### config.mk
export PLATFORM = sky130hd
export DESIGN_NAME = lane_demand_sensor
export DESIGN_NICKNAME = d
export VERILOG_FILES = /design/src/rtl/lane_demand_sensor.sv
export SDC_FILE = /design/constraint.sdc
export NUM_CORES = 1
export LEC_CHECK = 0
export ABC_AREA = 1
export BUFFER_PORTS_ARGS = -buffer_cell sky130_fd_sc_hd__clkbuf_2
export CAP_MARGIN = 0
export CORE_MARGIN = 3
export CORE_UTILIZATION = 30
export CTS_CLUSTER_DIAMETER = 30
export DETAILED_ROUTE_END_ITERATION = 10
export SYNTH_ARGS = -nofsm -noshare
export SYNTH_HDL_FRONTEND = slang
export SYNTH_SLANG_ARGS = --single-unit
### constraint.sdc
create_clock -name clk -period 5.7 [get_ports clk]
set_input_delay 0.285 -clock clk [delete_from_list [all_inputs] [get_ports clk]]
set_output_delay 0.285 -clock clk [all_outputs]
set_load 0.01 [all_outputs]
### src/rtl/lane_demand_sensor.sv
// Per-lane queued-car counters with green-time drain and an emergency grant FSM.
// Define LANE_OVF_FLAG_EN to add the sticky per-lane ovfFlag output.
module lane_demand_sensor #(
    parameter int DRAIN_PERIOD = 4,
    parameter int EMG_HOLD     = 8
) (
    input  logic        clk,
    input  logic        rst,
    input  logic [7:0]  arrive,
    input  logic [7:0]  green,
    input  logic [7:0]  emgSense,
    output logic [63:0] lanes,
    output logic        emgSignal,
`ifdef LANE_OVF_FLAG_EN
    output logic [7:0]  ovfFlag,
`endif
    output logic [7:0]  emgLane
);

    localparam logic [7:0] DRAIN_LAST = 8'(DRAIN_PERIOD - 1);
    localparam logic [7:0] HOLD_LOAD  = 8'(EMG_HOLD - 1);

    typedef enum logic [1:0] {
        IDLE,
        ACTIVE,
        HOLD
    } emg_state_t;

    logic [7:0][7:0] count;
    logic [7:0][7:0] timer;
    logic [7:0]      depart;
    logic [7:0]      pick;
    logic            granted_live;
    emg_state_t      state;
    logic [7:0]      hold_cnt;

    assign lanes = count;

    always_comb begin
        depart = '0;
        for (int i = 0; i < 8; i++) begin
            depart[i] = green[i] && (timer[i] == DRAIN_LAST);
        end
    end

    always_ff @(posedge clk or negedge rst) begin
        if (!rst) begin
            count <= '0;
            timer <= '0;
        end else begin
            for (int i = 0; i < 8; i++) begin
                if (!green[i] || depart[i]) begin
                    timer[i] <= 8'd0;
                end else begin
                    timer[i] <= timer[i] + 8'd1;
                end
                if (arrive[i] && !depart[i] && count[i] != 8'hFF) begin
                    count[i] <= count[i] + 8'd1;
                end else if (depart[i] && !arrive[i] && count[i] != 8'h00) begin
                    count[i] <= count[i] - 8'd1;
                end
            end
        end
    end

`ifdef LANE_OVF_FLAG_EN
    // Sticky: a dropped arrival on a full lane is remembered until reset.
    always_ff @(posedge clk or negedge rst) begin
        if (!rst) begin
            ovfFlag <= '0;
        end else begin
            for (int i = 0; i < 8; i++) begin
                if (arrive[i] && !depart[i] && count[i] == 8'hFF) begin
                    ovfFlag[i] <= 1'b1;
                end
            end
        end
    end
`endif

    // Ascending scan so the highest set sensor bit wins.
    always_comb begin
        pick = '0;
        for (int i = 0; i < 8; i++) begin
            if (emgSense[i]) begin
                pick    = '0;
                pick[i] = 1'b1;
            end
        end
    end

    assign granted_live = |(emgSense & emgLane);

    always_ff @(posedge clk or negedge rst) begin
        if (!rst) begin
            state     <= IDLE;
            hold_cnt  <= 8'd0;
            emgSignal <= 1'b0;
            emgLane   <= 8'h00;
        end else begin
            unique case (state)
                IDLE: begin
                    if (emgSense != 8'h00) begin
                        emgLane   <= pick;
                        emgSignal <= 1'b1;
                        state     <= ACTIVE;
                    end
                end
                ACTIVE: begin
                    if (!granted_live) begin
                        hold_cnt <= HOLD_LOAD;
                        state    <= HOLD;
                    end
                end
                HOLD: begin
                    if (granted_live) begin
                        state <= ACTIVE;
                    end else if (hold_cnt == 8'd0) begin
                        emgSignal <= 1'b0;
                        emgLane   <= 8'h00;
                        state     <= IDLE;
                    end else begin
                        hold_cnt <= hold_cnt - 8'd1;
                    end
                end
                default: begin
                    state <= IDLE;
                end
            endcase
        end
    end

endmodule
Yosys cells after proc, flatten, opt, wreduce, memory -nomap -nowiden:

Index checks and enable logic that the tools add are counted.

* flip-flop bits (word level): 147
* logic and storage cells: 216

* add/sub/neg operators: 25
* equal/unequal tests: 24
* multiplexer cells: 49
* bitwise gates (word level): 1
* reductions and logical operators: 97

Operator list (number)
* $mux W8: 37
* $add A8 B1 Y8 const B: 16
* $reduce_bool A8 Y1: 9
* $sub A8 B1 Y8 const B: 9
* $eq A8 B2 Y1 const B: 8
* $ne A8 B8 Y1 const B: 8
* $logic_and A1 B1 Y1: 40
* $pmux W8 S2: 2
* $logic_not A1 Y1: 24
* $reduce_bool A2 Y1: 10
* $ne A2 B2 Y1 const B: 5
* $and A8 B8 Y8: 1
* $logic_not A8 Y1: 1
* $logic_or A1 B1 Y1: 8
* $mux W2: 4
* $reduce_and A4 Y1: 2
* $reduce_or A8 Y1: 1
* $pmux W2 S3: 1
* $mux W1: 4
* $ne A3 B3 Y1 const B: 1
* $reduce_and A3 Y1: 1
* $eq A2 B1 Y1 const B: 1
* $eq A2 B2 Y1 const B: 1
* $logic_not A2 Y1: 1
* $pmux W1 S2: 1

Logic depth before layout (Yosys ltp):

Gate-level depths: netlist of the first run.

* depth in word-level cells: 10
* depth in mapped cells: 18
* depth with buffers taken out: 18

Worst setup path before layout of the first run:

No wires, ideal clock.

* path type: register to register
* from: register timer[8] (netlist name)
* to: register count (netlist bit lanes[13])
* data arrival time: 2.064 ns
* path slack: 3.519 ns
* cell stages (with the launch flop): 13
* path buffers: 0
* clock period less this slack: 2.181 ns
* path through: dfrtp_1 ha_1 nand2_1 nor3_2 nand3_1 nand2_1 ha_1 or2_2 nand2_1 o21ai_0 xor2_1 nand2_1 nand2_1

* word-level cells in the longest chain between the ends: 6

RTL lines
* start, declared: line 30 `logic [7:0][7:0] timer;`
* start signal, assigned by index: line 55 `timer[i] <= timer[i] + 8'd1;`
* $eq A8 B2 Y1 *: line 42 `depart[i] = green[i] && (timer[i] == DRAIN_LAST);`
* $logic_and A1 B1 Y1 *: line 42
* $logic_not A1 Y1: line 57 `if (arrive[i] && !depart[i] && count[i] != 8'hFF) begin`
* $logic_and A1 B1 Y1 (2 in series): line 57
* $mux W8 or $reduce_bool A2 Y1 (tied branches)
* end signal, assigned by index: line 58 `count[i] <= count[i] + 8'd1;`
* end signal, assigned by index: line 60 `count[i] <= count[i] - 8'd1;`
* end, declared: line 29 `logic [7:0][7:0] count;`

Mark *: on every way between the ends. The rest lies on a longest branch, timed or not.
A chain may end at the register's enable or synchronous reset.

Final worst setup path of the first run:

* from: register timer[24] (netlist name)
* to: register count (netlist bit lanes[31])

Same word-level chain as after synthesis.

==> flow_summary.ini, run 1 <==
[yosys]
synthSimpleGateAreaFrac_pct = 32.01
synthFlopType = dfrtp_1
synthXorXnorAreaFrac_pct = 4.167
synth_edf_count = 0
syn_area_um2 = 9458
synthArstFlopShare_pct = 100.0
ys_types = 41
synth_compound_area_share_pct = 8.453
syn_nets = 1328
synth_top_family_by_area = simple AND/OR/NAND/NOR gates
syn_area_per_cell_um2 = 7.671
synth_fa_ha_area_share_pct = 9.763
ys_ff_latch = 147
synth-seq-area-share_pct = 38.89
yosysWarnings = 0
synth.mux.area_fraction_pct = 0
syn_inst = 1233

[critical_path]
cp.arrival_ps = 2800
r2r_start = timer[24]
r2r_cells = 12
reg2reg_slack_ps = 3210
critPathMaxStageDelay_ps = 380
worstReg2RegEnd = lanes[31]
worst_setup_path_start_kind = register
critPathKind = register to register
crit_top_cell = nand2_1
endpoint = lanes[31]
cp.depth = 12
cp_top_family = simple AND/OR/NAND/NOR gates
cp_cell_sequence = ha_1, nand2_1, nor3_2, nand3_1, nand2_1, ha_1, a21oi_1, o21ai_0, a21oi_1, nand2_1, nand3_1, nand2_1
cpMaxStageDelayCell = dfrtp_1
startpoint = timer[24]
required_ps = 6010
critPathMaxFanout = 9
end_kind = register
cp_num_buf_inv = 0

[layout]
fin_area_um2 = 11040
nets = 1439
layout-drive-gt1-share_pct = 14.44
n_antenna_cell = 0
area_growth_pct = 16.75

[sta]
setup-violations-final = 0
rsz0062_at_grt = false
timing.final.crit_share_pct = 43.69
setup_tns_ps = 0
finClkSkew_ps = 9.755
final_hold_viol_count = 0
worst_pin_slew_ps = 859.6
relSlewSlack_pct = 42.69
fmax_mhz = 401.6
fin_hold_ws_ps = 127.6
drv_slew = 0
layout_min_cycle_time_ps = 2490

[floorplan]
core_area_um2 = 30830
die_area_um2 = 33690
dieHeight_um = 183.6
die_x_um = 183.6
initial_core_util_pct = 30.68
rows = 64
io_pins = 99

[global_route]
grt_max_degree = 82
antenna_found_initial = 0
grt_pass1_vias = 7862
overflow = 0
grt.total_usage_pct = 12.40
grt_first_pass_wirelength_um = 35450

[placement]
place_hpwl_um = 14920
gp_congestion = 0.8350
placed_cell_area_um2 = 10400
io_buffers = 98

[drt]
vias_per_cell = 4.647
detail_route.wl_per_cell_um = 11.47
first_pass_iters = 4
vias = 8147
route.antenna.remaining_nets = 0
remaining_drc_errors = 0
routed_wl_um = 20100
drt_iter0_drc = 380

[status]
outcome = finished clean

[power]
powerDensity_nw_per_um2 = 474.8
power.static_leakage_nw = 5.774
peakVddDrop_mv = 0.1936

[clocking]
clockBufferDepth = 2
cts_made_buffers = 17
clk_pin_slew_worst_paths_ps = 70
cts_tree = built
cts_max_level = 4
cts.sinks = 147
cts_root_buffer = clkbuf_16
post_cts_buffers = 0
clkLatencyLatePin_ps = 420

[min_path]
holdCritPathClass = input pin to register

[job]
drv_cap = 0
## flip-flops by register name (all words and copies together), names as in the netlist
register and flops:
emgLane 8, emgSignal 1, hold_cnt 8, lanes 64, state 2, timer 64
## worst min-delay path by stage
stage | startpoint | endpoint | cells after the start
floorplan | rst | emgLane[0] | 0
global placement | rst | lanes[38] | 1
detailed placement | rst | lanes[38] | 1
CTS | green[0] | timer[3] | 3
global route | green[1] | timer[15] | 3
finish | green[0] | timer[3] | 3
## layout make-up
| type | instances | area, µm² |
|---|---|---|
| fillers | 3259 | 19790 |
| multi-input cells | 925 | 5145 |
| flip-flops and latches | 147 | 3679 |
| inverters | 153 | 574.3 |
| repair buffers | 100 | 514.2 |
| well taps | 396 | 495.5 |
| clock buffers | 18 | 429.2 |
| clock inverters | 14 | 205.2 |
## worst reg2reg max path, cell delays in order, from the launching register on
cell,delay (ps)
dfrtp_1,380
ha_1,200
nand2_1,70
nor3_2,120
nand3_1,160
nand2_1,330
ha_1,360
a21oi_1,270
o21ai_0,140
a21oi_1,140
nand2_1,90
nand3_1,70
nand2_1,60
## cells in the mapped netlist, types with 2 or more instances
cell      instances  area share [%]
nand3_1         105             5.6
o21a_1            5            0.40
inv_2             9            0.36
dfrtp_1         147              39
xnor2_1           6            0.56
a31oi_1           4            0.26
nor3_2            8            0.85
nor2_1          115             4.6
nor2_4            2            0.24
ha_1             61             8.1
a21oi_1          67             3.5
and3_1           10            0.66
nor3b_1           4            0.32
inv_1           143             5.7
o211ai_1          3            0.24
o21ai_2          21             1.9
nor3_1           36             1.9
nand2_2          10            0.66
nand4_1          46             3.0
or2_2             8            0.53
o21ai_0          11            0.58
nor2_2            3            0.20
xor2_1           39             3.6
buf_4             6            0.48
nand2_1         325              13
fa_1              8             1.7
o21ai_1          17            0.90
## timing repair
action / CTS / global route
resized for setup: 0 / 0
hold buffers: 1 / 0
hold endpoints to repair: 80 / 0
## per-layer routing
metal / routed length [µm] / GRT usage, % / vias to the layer above
met1: 9830 / 16.04 / 3750
met4: 143 / 2.712 / 0
met5: 0 / 0 / -
met2: 9456 / 21.33 / 100
met3: 672 / 2.731 / 8
li1: - / - / 4289
## cell usage in the layout, fill, tap and decap left out, types with 2 or more instances in the layout
cell type  count
o21ai_1       17
nor2_2         3
clkbuf_16     17
nor3_2         8
dfrtp_1      147
inv_2          9
o211ai_1       3
nor2_1       115
nand2_1      325
ha_1          61
nand4_1       46
o21ai_0       11
xnor2_1        6
fa_1           8
inv_1        143
o21ai_2       21
bufinv_16      4
a21oi_1       67
and3_1        10
nand2_2       10
nor3_1        36
nor3b_1        4
clkinv_4       6
nand3_1      105
or2_2          8
xor2_1        39
a31oi_1        4
o21a_1         5
clkbuf_2      97
nor2_4         2
## report_power, final
group	total [mW]	internal (mW)	switching, mW
clock	1.21	0.741	0.474
combinational	2.35	0.947	1.40
sequential	1.68	1.32	0.363
total	5.24	3.00	2.24
## cells by family (layout without fill, tap and decap cells)
group	Yosys count	in the layout
adder cells (fa/ha/maj)	69	69
XOR/XNOR	45	45
buffers and inverters	161	285
AND/OR/NAND/NOR	677	677
flip-flops	147	147
AO/OA/AOI/OAI	134	134
## stage by stage
| stage | power (mW) | util [%] | std cells | setup WS (ps) |
|---|---|---|---|---|
| 2_1_floorplan | 3.405 | - | 1233 | 3519 |
| 3_3_place_gp | 4.021 | 33.73 | 1720 | 3294 |
| 3_5_place_dp | 4.064 | 33.73 | 1720 | 3240 |
| 4_1_cts | 5.323 | 35.82 | 1753 | 3236 |
| 5_1_grt | 5.766 | 35.82 | 1753 | 2910 |
| 6_report | 5.242 | 35.82 | 1753 | 3210 |
Power figures use the tool's default switching activity.
==> run 2, diff against run 1 <==
--- a/config.mk
+++ b/config.mk
@@ -5,7 +5,7 @@
 export SDC_FILE = /design/constraint.sdc
 export NUM_CORES = 1
 export LEC_CHECK = 0
-export ABC_AREA = 1
+export ABC_AREA = 0
 export BUFFER_PORTS_ARGS = -buffer_cell sky130_fd_sc_hd__clkbuf_2
 export CAP_MARGIN = 0
 export CORE_MARGIN = 3
==> constraint.sdc (replaced) <==
create_clock -name clk -period 2 [get_ports clk]
set_input_delay 0.1 -clock clk [delete_from_list [all_inputs] [get_ports clk]]
set_output_delay 0.1 -clock clk [all_outputs]
set_load 0.01 [all_outputs]
==> run 2 against run 1 <==
  * The flow now finishes with violations (setup timing)
  * Clock skew about the same
  * Largest cell class unchanged
  * Utilization up 12 points
  * Fmax is 0.64% higher
  * Flip-flop and latch count unchanged
  * Sequential power grew to 2.6 times the previous value
  * Die area fell by 6.7%
==> flow_summary.ini, run 2 <==
[status]
outcome = finished, violations left
violations = setup timing

[layout]
fin_area_um2 = 13630
fillCellCount = 2616
nets = 1352
mostFrequentLayoutCells = buf_4 (233), dfrtp_1 (146), clkbuf_2 (97)
mostFrequentLayoutCell = buf_4
layout-drive-gt1-share_pct = 44.41
n_antenna_cell = 0
area_growth_pct = 54.93

[yosys]
synthXorXnorAreaFrac_pct = 9.656
synth_fa_ha_area_share_pct = 10.49
synth_top_family_by_area = simple AND/OR/NAND/NOR gates
ys_ff_latch = 147
synthSimpleGateAreaFrac_pct = 17.92
synth_compound_area_share_pct = 12.76
syn_area_um2 = 8798
yosys.area.top_type = dfrtp_1
syn_inst = 867
synthFlopType = dfrtp_1
netlist_top_cells_count = dfrtp_1 (147), nor2_1 (95), ha_1 (61)
yosysMostFrequentCell = dfrtp_1
yosysWarnings = 0
synth-seq-area-share_pct = 41.81
syn_nets = 962
synthArstFlopShare_pct = 100.0
synth.mux.area_fraction_pct = 5.788
synth_top_area_share_pct = 41.81
syn_area_per_cell_um2 = 10.15
synth_edf_count = 0
ys_types = 57
ys_top_cells_by_area = dfrtp_1 (42%), ha_1 (8.7%), xnor2_1 (4.9%)

[drt]
route.antenna.remaining_nets = 0
remaining_drc_errors = 0
vias = 7767
vias_per_cell = 4.696
routed_wl_um = 21060
detail_route.wl_per_cell_um = 12.73
drt_iter0_drc = 208
first_pass_iters = 5

[power]
peakVddDrop_mv = 0.8307
powerDensity_nw_per_um2 = 1405
power.static_leakage_nw = 6.305
fin_total_pwr_mw = 19.15

[clocking]
clk_pin_slew_worst_paths_ps = 70
clockBufferDepth = 2
cts_max_level = 4
cts_root_buffer = clkbuf_16
cts.sinks = 147
cts_made_buffers = 17
clkLatencyLatePin_ps = 410
cts_tree = built

[global_route]
grt_max_degree = 45
grt.total_usage_pct = 13.50
antenna_found_initial = 0
overflow = 0
grt_pass1_vias = 7754
grt_first_pass_wirelength_um = 35580

[sta]
setup-violations-final = 51
rsz0062_at_grt = true
worst_slack_ps = -474.4
worst_pin_slew_ps = 498.7
setup_tns_ps = -12490
timing.final.crit_share_pct = 123.7
final_hold_viol_count = 0
finClkSkew_ps = 9.680
layout_min_cycle_time_ps = 2474
fmax_mhz = 404.1
relSlewSlack_pct = 66.60
drv_slew = 0

[min_path]
hold_end = emgLane[7]
holdCritPathClass = input pin to register
hp-start = emgSense[7]
whs_path_depth = 2

[critical_path]
end_kind = register
required_ps = 2300
cpMaxStageDelayCell = dfrtp_1
cp_cell_sequence = nor4_4, nand4_1, nand2b_4, ha_4, nor2b_4, o211ai_1, a31oi_1, or3_1, a31o_2
critPathKind = register to register
critPathMaxFanout = 7
worstReg2RegEnd = lanes[46]
reg2reg_slack_ps = -470
r2r_start = timer[47]
cp.arrival_ps = 2770
r2r_cells = 9
cp_num_buf_inv = 0
critPathMaxStageDelay_ps = 410
worst_setup_path_start_kind = register
cp_top_family = simple AND/OR/NAND/NOR gates
startpoint = timer[47]

[placement]
gp_congestion = 0.8205
placed_cell_area_um2 = 12210
io_buffers = 98
place_hpwl_um = 15740
pre_cts_ws_ps = -564.1

[job]
drv_cap = 0

[floorplan]
io_pins = 99
die_area_um2 = 31420
initial_core_util_pct = 30.57
dieHeight_um = 177.3
core_area_um2 = 28780
rows = 62
die_x_um = 177.3
-- run 2: cells by family (layout without fill, tap and decap cells) --
group                      after synthesis  count (layout)
AOI/OAI and AO/OA                      163             163
xor gates and xnor gates                97              97
adders and majority gates               69              69
buffers and inverters                   32             435
DFF                                    147             147
muxes                                   45              45
and+or+nand+nor                        314             314
-- run 2: what timing repair did --
action                                  CTS  global route
setup buffers                            12            10
pin swaps                                61            50
hold buffers                             13             0
gates resized for setup                  55            57
hold endpoints to repair                 55             0
endpoints found under the setup margin   54            58
-- run 2: worst max-delay path by stage --
stage | endpoint | depth (start not counted) | slack (ps)
after floorplan | lanes[46] | 9 | -470
after CTS | lanes[46] | 9 | -500
after detailed placement | lanes[7] | 10 | -560
after global routing | lanes[38] | 9 | -610
after global placement | lanes[7] | 10 | -480
final | lanes[46] | 9 | -470
-- run 2: through the flow --
step / hold WS, ps / std cells / utilization (%)
6_report: 26.14 / 1654 / 47.37
5_1_grt: 0.5956 / 1654 / 47.37
4_1_cts: 4.643 / 1646 / 46.24
3_5_place_dp: 65.20 / 1589 / 42.43
3_3_place_gp: 62.51 / 1589 / 42.43
2_1_floorplan: -195.6 / 867 / -
-- run 2: layout make-up --
| type | count | area, µm² | share of cell area (%) |
|---|---|---|---|
| well taps | 384 | 480.5 | 3.525 |
| multi-input cells | 688 | 5997 | 43.99 |
| clock inverters | 13 | 148.9 | 1.092 |
| flip-flops and latches | 147 | 3680 | 26.99 |
| repair buffers | 376 | 2771 | 20.33 |
| clock buffers | 19 | 452.9 | 3.323 |
| inverters | 27 | 101.3 | 0.7435 |
-- run 2: routing by layer --
metal,up-vias,wire (µm),track usage (%),part of all wire [%]
met5,-,0,0,0
met4,0,195,2.651,0.93
met3,15,565,2.574,2.7
met2,90,10660,24.01,51
met1,3732,9638,17.14,46
li1,3930,-,-,-
-- run 2: where the power goes --
group	internal, mW	switching (mW)	total (mW)
clock network	1.93	1.32	3.25
registers	3.82	0.492	4.31
logic	6.26	5.33	11.6
total	12.0	7.14	19.1
==> run 3, diff against run 2 <==
--- a/config.mk
+++ b/config.mk
@@ -5,7 +5,7 @@
 export SDC_FILE = /design/constraint.sdc
 export NUM_CORES = 1
 export LEC_CHECK = 0
-export ABC_AREA = 0
+export ABC_AREA = 1
 export BUFFER_PORTS_ARGS = -buffer_cell sky130_fd_sc_hd__clkbuf_2
 export CAP_MARGIN = 0
 export CORE_MARGIN = 3
==> run 3 against run 2 <==
  * The flow still finishes with violations (setup timing)
  * Wire length is 19% higher
  * Highest routed layer unchanged
  * Global-route usage is 0.88 points higher
  * Fmax is 14% higher
  * Die area is 7.2% higher
  * Utilization is 0.77 points lower
  * Critical path depth is 6 higher
  * Sequential power is 3% lower
  * Worst setup slack better by 300 ps
==> flow_summary.ini, run 3 (synthesis results as in run 1) <==
[status]
outcome = finished, violations left
violations = setup timing

[power]
p_seq_share_pct = 21.7
clockPowerShare_pct = 16.8
switching_share_pct = 41.38
peakVddDrop_mv = 0.8195
power.static_leakage_nw = 7.097
powerDensity_nw_per_um2 = 1345
combPwrFrac_pct = 61.5
p_int_mw = 11.33
fin_total_pwr_mw = 19.32
power_switching_mw = 7.996

[drt]
first_pass_iters = 5
remaining_drc_errors = 0
route.antenna.remaining_nets = 0
vias = 9378
detail_route.wl_per_cell_um = 12.52
vias_per_cell = 4.687
drt_iter0_drc = 385
routed_wl_um = 25060

[layout]
fillCellCount = 2895
seq_area_um2 = 3679
area_growth_pct = 51.88
layout-drive-gt1-share_pct = 38.69
multi_input_area_um2 = 6525
mostFrequentLayoutCell = nand2_1
mostFrequentLayoutCells = nand2_1 (270), buf_4 (208), dfrtp_1 (147)
nets = 1687
final_util_pct = 46.60
n_antenna_cell = 0

[min_path]
hold_end = emgLane[4]
hp-start = emgSense[4]
whs_path_depth = 3
holdCritPathClass = input pin to register

[global_route]
grt_pass1_vias = 9219
grt.total_usage_pct = 14.38
grt_first_pass_wirelength_um = 41080
antenna_found_initial = 0
grt_max_degree = 45
overflow = 0

[critical_path]
cp.arrival_ps = 2490
cp_num_buf_inv = 1
r2r_start = timer[32]
crit_top_cell = nand2_1
critPathKind = register to register
worst_setup_path_start_kind = register
startpoint = timer[32]
worstReg2RegEnd = lanes[39]
critPathMaxStageDelay_ps = 390
reg2reg_slack_ps = -170
cp_cell_sequence = ha_4, nand2_4, nor3_4, nand3_4, nand2_8, buf_12, ha_4, a21oi_2, nand2_2, nand2_1, o211ai_1, nand2_1, nand2_1, nand2_1, nand2_1
critPathMaxFanout = 5
cp_top_family = simple AND/OR/NAND/NOR gates
required_ps = 2320
end_kind = register
cpMaxStageDelayCell = dfrtp_1
r2r_cells = 15

[sta]
rsz0062_at_grt = true
worst_slack_ps = -170.7
final_hold_viol_count = 0
layout_min_cycle_time_ps = 2171
timing.final.crit_share_pct = 108.5
worst_pin_slew_ps = 456.4
relSlewSlack_pct = 69.57
setup-violations-final = 23
drv_slew = 0
setup_tns_ps = -1645
fmax_mhz = 460.7
fin_hold_ws_ps = 33.31
finClkSkew_ps = 11.60

[clocking]
clockBufferDepth = 2
clkLatencyLatePin_ps = 430
cts.sinks = 147
cts_tree = built
cts_made_buffers = 17
cts_max_level = 4
cts_root_buffer = clkbuf_16
clk_pin_slew_worst_paths_ps = 60

[floorplan]
die_x_um = 183.6
dieHeight_um = 183.6
initial_core_util_pct = 30.68
io_pins = 99
core_area_um2 = 30830
rows = 64
die_area_um2 = 33690

[job]
drv_cap = 0

[placement]
gp_congestion = 0.8043
io_buffers = 98
place_hpwl_um = 16840
pre_cts_ws_ps = -172.9
run 3: cell types whose count changed in the layout (fill, tap and decap cells not counted), moves of 15 or more:
cell     change
nor4_1      -15
nor3_1      +24
nand2_2     +52
nand2_1    +226
nand3_1     +44
mux2_4      -24
inv_1      +111
buf_4       -25
nand3_2     +16
nand4_1     +26
o21ai_2     +17
and3_1      -23
xnor2_1     -46
a21oi_1     +18
run 3: power by group through the flow:
| stage | Combinational (mW) | Sequential [mW] | Clock (mW) |
|---|---|---|---|
| finish | 11.9 | 4.19 | 3.25 |
| global route | 13.1 | 4.29 | 3.49 |
| CTS | 10.6 | 4.19 | 3.38 |
| detailed placement | 9.52 | 4.24 | 0 |
| global placement | 9.36 | 4.22 | 0 |
| floorplan | 5.08 | 4.99 | 0 |
run 3: stage by stage:
step / cell area (µm²) / instances
6_report: 14370 / 2001
3_3_place_gp: 12060 / 1896
2_1_floorplan: 9774 / 1233
3_5_place_dp: 12060 / 1896
5_1_grt: 14370 / 2001
4_1_cts: 13680 / 1983
run 3: per-layer routing:
metal / GRT usage [%] / vias up / share of wire, %
met5: 0 / - / 0
met4: 3.870 / 0 / 1.1
met3: 2.770 / 23 / 3.0
met2: 25.59 / 116 / 51
met1: 17.84 / 4447 / 44
li1: - / 4792 / -
run 3: layout make-up:
| class | instances | area share (%) |
|---|---|---|
| multi-input combinational | 929 | 45.42 |
| sequential | 147 | 25.61 |
| timing repair buffer | 344 | 17.39 |
| inverter | 153 | 4.015 |
| tap | 396 | 3.449 |
| clock buffer | 18 | 3.057 |
| clock inverter | 14 | 1.063 |
run 3: worst max path at each step:
stage	depth (start not counted)	end	slack [ps]
3_5_place_dp	12	lanes[31]	-170
4_1_cts	14	lanes[38]	-170
6_report	15	lanes[39]	-170
3_3_place_gp	12	lanes[31]	-120
5_1_grt	15	lanes[39]	-310
2_1_floorplan	12	lanes[13]	-50
run 3: repair_timing:
item	in CTS	in global routing
setup endpoints to repair	41	56
hold buffers	12	0
buffers inserted	39	19
endpoints found under the hold margin	58	0
pin swaps	80	122
cloned	4	0
gates resized for setup	125	117
run 3: worst reg2reg max path, delay by kind of cell (launching register included):
family,cells,cell delay [ps]
compound gates,2,220
fa+ha+maj,2,380
buf+inv,1,110
flops,1,390
simple gates,10,960
